### src/rtl/instruction_fetch_unit.sv
// Fetch front end: PC register, one imem read per cycle, {pc, instr} FIFO drained by decode over valid/ready.
// Optional macro IFU_MISALIGN_TRAP_EN: a misaligned redirect sets sticky misalign_err and halts fetch until reset.
module instruction_fetch_unit #(
  parameter int               Width    = 32,
  parameter logic [Width-1:0] RESET_PC = {Width{1'b0}},
  parameter int               QDEPTH   = 4
) (
  input  logic             clk,
  input  logic             rst_n,
  input  logic             fetch_en,
  output logic [Width-1:0] imem_addr,
  input  logic [Width-1:0] imem_rd,
  input  logic             redirect_valid,
  input  logic [Width-1:0] redirect_pc,
  output logic             inst_valid,
  input  logic             inst_ready,
  output logic [Width-1:0] inst_out,
  output logic [Width-1:0] inst_pc,
  output logic             misalign_err
);

  localparam int AW = (QDEPTH > 1) ? $clog2(QDEPTH) : 1;
  localparam int CW = AW + 1;
  localparam logic [CW-1:0] full_count_c = CW'(QDEPTH);

  typedef enum logic {
    RUN  = 1'b0,
    HALT = 1'b1
  } state_t;

  state_t           state_r;
  logic [Width-1:0] fetch_pc_r;
  logic [Width-1:0] pc_mem_r  [QDEPTH];
  logic [Width-1:0] ins_mem_r [QDEPTH];
  logic [AW-1:0]    rd_ptr_r;
  logic [AW-1:0]    wr_ptr_r;
  logic [CW-1:0]    count_r;
  logic             valid_r;
  logic             misalign_r;

  logic             push_s;
  logic             pop_s;
  logic             full_s;
  logic             misalign_s;
  logic [CW-1:0]    count_s;
  logic [Width-1:0] target_s;

  // Handshake, push decision, next occupancy and redirect target
  always_comb begin
    pop_s  = valid_r & inst_ready;
    full_s = (count_r == full_count_c);
    push_s = fetch_en & ~redirect_valid & (state_r == RUN) & (~full_s | pop_s);
    case ({push_s, pop_s})
      2'b10:   count_s = count_r + CW'(1);
      2'b01:   count_s = count_r - CW'(1);
      default: count_s = count_r;
    endcase
`ifdef IFU_MISALIGN_TRAP_EN
    target_s   = redirect_pc;
    misalign_s = redirect_valid & (redirect_pc[1:0] != 2'b00);
`else
    target_s   = redirect_pc & {{(Width-2){1'b1}}, 2'b00};
    misalign_s = 1'b0;
`endif
  end

  // PC, FIFO storage/pointers and RUN/HALT state; redirect outranks push
  always_ff @(posedge clk) begin
    if (!rst_n) begin
      state_r    <= RUN;
      fetch_pc_r <= RESET_PC;
      rd_ptr_r   <= {AW{1'b0}};
      wr_ptr_r   <= {AW{1'b0}};
      count_r    <= {CW{1'b0}};
      valid_r    <= 1'b0;
      misalign_r <= 1'b0;
      for (int i = 0; i < QDEPTH; i++) begin
        pc_mem_r[i]  <= {Width{1'b0}};
        ins_mem_r[i] <= {Width{1'b0}};
      end
    end else if (redirect_valid) begin
      rd_ptr_r   <= {AW{1'b0}};
      wr_ptr_r   <= {AW{1'b0}};
      count_r    <= {CW{1'b0}};
      valid_r    <= 1'b0;
      fetch_pc_r <= target_s;
      if (misalign_s) begin
        misalign_r <= 1'b1;
        state_r    <= HALT;
      end
    end else begin
      if (push_s) begin
        pc_mem_r[wr_ptr_r]  <= fetch_pc_r;
        ins_mem_r[wr_ptr_r] <= imem_rd;
        wr_ptr_r            <= wr_ptr_r + AW'(1);
        fetch_pc_r          <= fetch_pc_r + Width'(4);
      end
      if (pop_s) begin
        rd_ptr_r <= rd_ptr_r + AW'(1);
      end
      count_r <= count_s;
      valid_r <= (count_s != {CW{1'b0}});
    end
  end

  assign imem_addr    = fetch_pc_r;
  assign inst_valid   = valid_r;
  assign inst_out     = ins_mem_r[rd_ptr_r];
  assign inst_pc      = pc_mem_r[rd_ptr_r];
  assign misalign_err = misalign_r;

endmodule

### config.mk
export PLATFORM = sky130hd
export DESIGN_NAME = instruction_fetch_unit
export DESIGN_NICKNAME = d
export VERILOG_FILES = /design/src/rtl/instruction_fetch_unit.sv
export SDC_FILE = /design/constraint.sdc
export NUM_CORES = 1
export LEC_CHECK = 0
export ABC_CLOCK_PERIOD_IN_PS = 19600
export CAP_MARGIN = 20
export CELL_PAD_IN_SITES_DETAIL_PLACEMENT = 1
export CELL_PAD_IN_SITES_GLOBAL_PLACEMENT = 1
export CORE_MARGIN = 5
export CORE_UTILIZATION = 45
export CTS_BUF_LIST = sky130_fd_sc_hd__clkbuf_8
export DETAILED_ROUTE_END_ITERATION = 7
export GPL_TIMING_DRIVEN = 0
export MAX_ROUTING_LAYER = met4
export PLACE_DENSITY = 0.84
export RECOVER_POWER = 100
export SLEW_MARGIN = 0
export SYNTH_ARGS = -nofsm -noshare
export SYNTH_HDL_FRONTEND = slang
export SYNTH_SLANG_ARGS = --single-unit
### constraint.sdc
create_clock -name clk -period 19.6 [get_ports clk]
set_input_delay 2.94 -clock clk [delete_from_list [all_inputs] [get_ports clk]]
set_output_delay 2.94 -clock clk [all_outputs]
set_load 0.01 [all_outputs]
==> flow_metrics.env <==
export IMPL_status="finished, violations left"
export IMPL_failed_checks="max-capacitance violations, max-slew violations"
export IMPL_ys_seq_elements=288
export IMPL_drv_slew=117
export IMPL_grt_pass1_wl_um=55860
export IMPL_area_growth_pct=22.35
export IMPL_fin_ws_ns=11.87
export IMPL_synthDistinctLibCells=58
export IMPL_worst_slew_pin_slew_ns=3.138
export IMPL_syn_inst=919
export IMPL_required_ns=19.74
export IMPL_syn_avg_cell_area_um2=14.22
export IMPL_crit_path_start_kind="primary input"
export IMPL_diodes=0
export IMPL_yosysTopAreaCell="edfxtp_1"
export IMPL_vias=8709
export IMPL_cap_viol_max_count=3
export IMPL_cts_root_buf="clkbuf_8"
export IMPL_fp_coreArea_mm2=0.02870
export IMPL_cp_slowest_stage_delay_ns=1.29
export IMPL_cp_arrival_ns=7.87
export IMPL_synth_area_mm2=0.01306
export IMPL_htree_num_levels=2
export IMPL_postPlaceCellArea_mm2=0.01541
export IMPL_yosysWarnings=0
export IMPL_synth_top_cell_area_share=0.5701
export IMPL_io_pins=167
export IMPL_post_place_ws_ns=13.60
export IMPL_grt_pass1_vias=9594
export IMPL_instances_no_fill=1562
export IMPL_route_detailed_drc=0
export IMPL_start_util=0.4551
export IMPL_gr_usage_all_layers=0.2252
export IMPL_fin_area_mm2=0.01598
export IMPL_path_cells="dlygate4sd3_1, a211oi_1, a211oi_1, inv_1, o21ai_0, clkbuf_1, clkbuf_1"
export IMPL_wl_met1_um=15080
export IMPL_io_buffer_count=159
export IMPL_finClkSkew_ns=0.01154
export IMPL_most_common_layout_cells="edfxtp_1, and2_0, dlygate4sd3_1, and2_1, clkbuf_1"
export IMPL_hpwl_um=25270
export IMPL_drive_gt1_frac=0.1138
export IMPL_yosysSeqAreaShare=0.6314
export IMPL_synth_async_reset_ratio=0
export IMPL_viasPerCell=5.576
export IMPL_antenna_left=0
export IMPL_hold_buffers=0
export IMPL_clockBufferDepth=3
export IMPL_min_path_type="flop to flop"
export IMPL_max_freq_mhz=129.3
export IMPL_drt_total_wl_um=35920
export IMPL_fp_row_count=62
export IMPL_p_leak_nw=5.608
export IMPL_path_clk_slew_ns=0.06
export IMPL_dr_max_layer_used="met4"
export IMPL_final_nets=1214
export IMPL_numCtsBuffers=48
export IMPL_insertion_delay_ns=0.55
export IMPL_synth_area_leaders="edfxtp_1, and2_1, mux4_2, dfxtp_1, clkbuf_1"
export IMPL_wl_met2_um=18360
export IMPL_die_x_um=180.4
export IMPL_power_w=0.001302
export IMPL_setup_viol=0
export IMPL_grt_setup_unrepaired="false"
export IMPL_synth_edf_count=248
export IMPL_cts_setup_buffers=0
export IMPL_peakVddDrop_uv=34.63
export IMPL_placedCellCount=1476
export IMPL_final_setup_tns_ns=0
export IMPL_post_cts_resized=0
export IMPL_met3_length_um=1772
export IMPL_cts_tree="built"
export IMPL_crit_type="primary input to flop"
export IMPL_layout_commonest_cell="edfxtp_1"
export IMPL_cts_sinks=288
export IMPL_antenna_found_initial=1
export IMPL_grt_overflow=0
export IMPL_die_y_um=180.4
export IMPL_dr_pass1_iters=5
export IMPL_dieArea_mm2=0.03254
export IMPL_routedWlPerCell_um=23.00
export IMPL_finalCriticalPeriod_ns=7.731
export IMPL_timing_final_crit_share=0.3945
export IMPL_gp_congestion=0.8542
export IMPL_crit_path_max_fanout=24
export IMPL_power_density_mw_per_mm2=81.45
export IMPL_critPathSlowestCell="clkbuf_1"
export IMPL_synth_main_ff_cell="edfxtp_1"
export IMPL_drt_iter0_drc=452
export IMPL_grt_max_degree=47
export IMPL_slew_headroom=-1.092
export IMPL_end_kind="flop"
export IMPL_final_hold_viol_count=0
## synthesized netlist by cell type (9+ instances only)
| master | n |
|---|---|
| o31ai_1 | 10 |
| nor2_1 | 32 |
| mux4_2 | 62 |
| edfxtp_1 | 248 |
| inv_1 | 9 |
| dfxtp_1 | 40 |
| a211oi_1 | 9 |
| buf_2 | 19 |
| nor3_1 | 17 |
| o21ai_0 | 27 |
| clkbuf_2 | 10 |
| nand3_1 | 11 |
| and2_1 | 231 |
| nand2_1 | 30 |
| clkbuf_1 | 40 |
| a31oi_1 | 11 |
## worst max-delay path: cells and delay by family
family / cells / cell delay [ns]
AOI/OAI and AO/OA: 3 / 1.89
buffers and inverters: 4 / 3.03
## worst paths after layout
check / start / to / slack (ns) / cells after the start
worst max-delay path: inst_ready / ins_mem_r[2][25] / 11.87 / 7
worst min register to register: rd_ptr_r[1] / flop / 0.53 / 2
worst max register to register: count_r[0] / ins_mem_r[2][25] / 14.43 / 6
worst min-delay path: rd_ptr_r[1] / flop / 0.53 / 2
## cell type report
cell class                 instances  area (um2)
timing repair buffer             169        1629
buffer                            75       307.8
clock buffer                      52       715.7
fill                            2903       12720
tap                              384       480.5
sequential                       288        8248
multi-input combinational        550        4429
inverter                          10       37.54
clock inverter                    34       136.4
## report_power, final
group,switching (W),total [W],internal [W]
clock network,0.000233,0.000476,0.000243
registers,0.0000171,0.000713,0.000696
logic,0.0000605,0.000112,0.0000520
## routing by layer
metal,vias to the layer above,global-route usage
met5,-,-
met4,0,0.05535
met3,60,0.03230
met2,305,0.3840
met1,4451,0.2873
li1,3893,-
## cell families (layout without fill, tap and decap cells)
| family | count (synthesis) | after routing | synth area share |
|---|---|---|---|
| other | 1 | 5 | 0.0002871 |
| AO/OA/AOI/OAI | 100 | 100 | 0.05708 |
| multiplexers | 63 | 63 | 0.1077 |
| XOR/XNOR | 11 | 11 | 0.007375 |
| adder cells (fa/ha/maj) | 3 | 3 | 0.003448 |
| AND/OR/NAND/NOR | 368 | 368 | 0.1642 |
| flip-flops | 288 | 288 | 0.6314 |
| buffers and inverters | 85 | 340 | 0.02864 |
## state kept, by name (all words and copies together) (netlist names), named ones only
name	count
imem_addr	30
count_r	3
ins_mem_r	128
pc_mem_r	120
wr_ptr_r	2
inst_valid	1
rd_ptr_r	2
## metrics by stage
step	hold slack, ns	util
after floorplan	0.4847	-
after global placement	0.5027	0.5279
after detailed placement	0.5171	0.5369
after CTS	0.5399	0.5666
after global routing	0.5779	0.5569
final	0.5338	0.5569
Note: power is estimated with default switching activity, not from simulation.
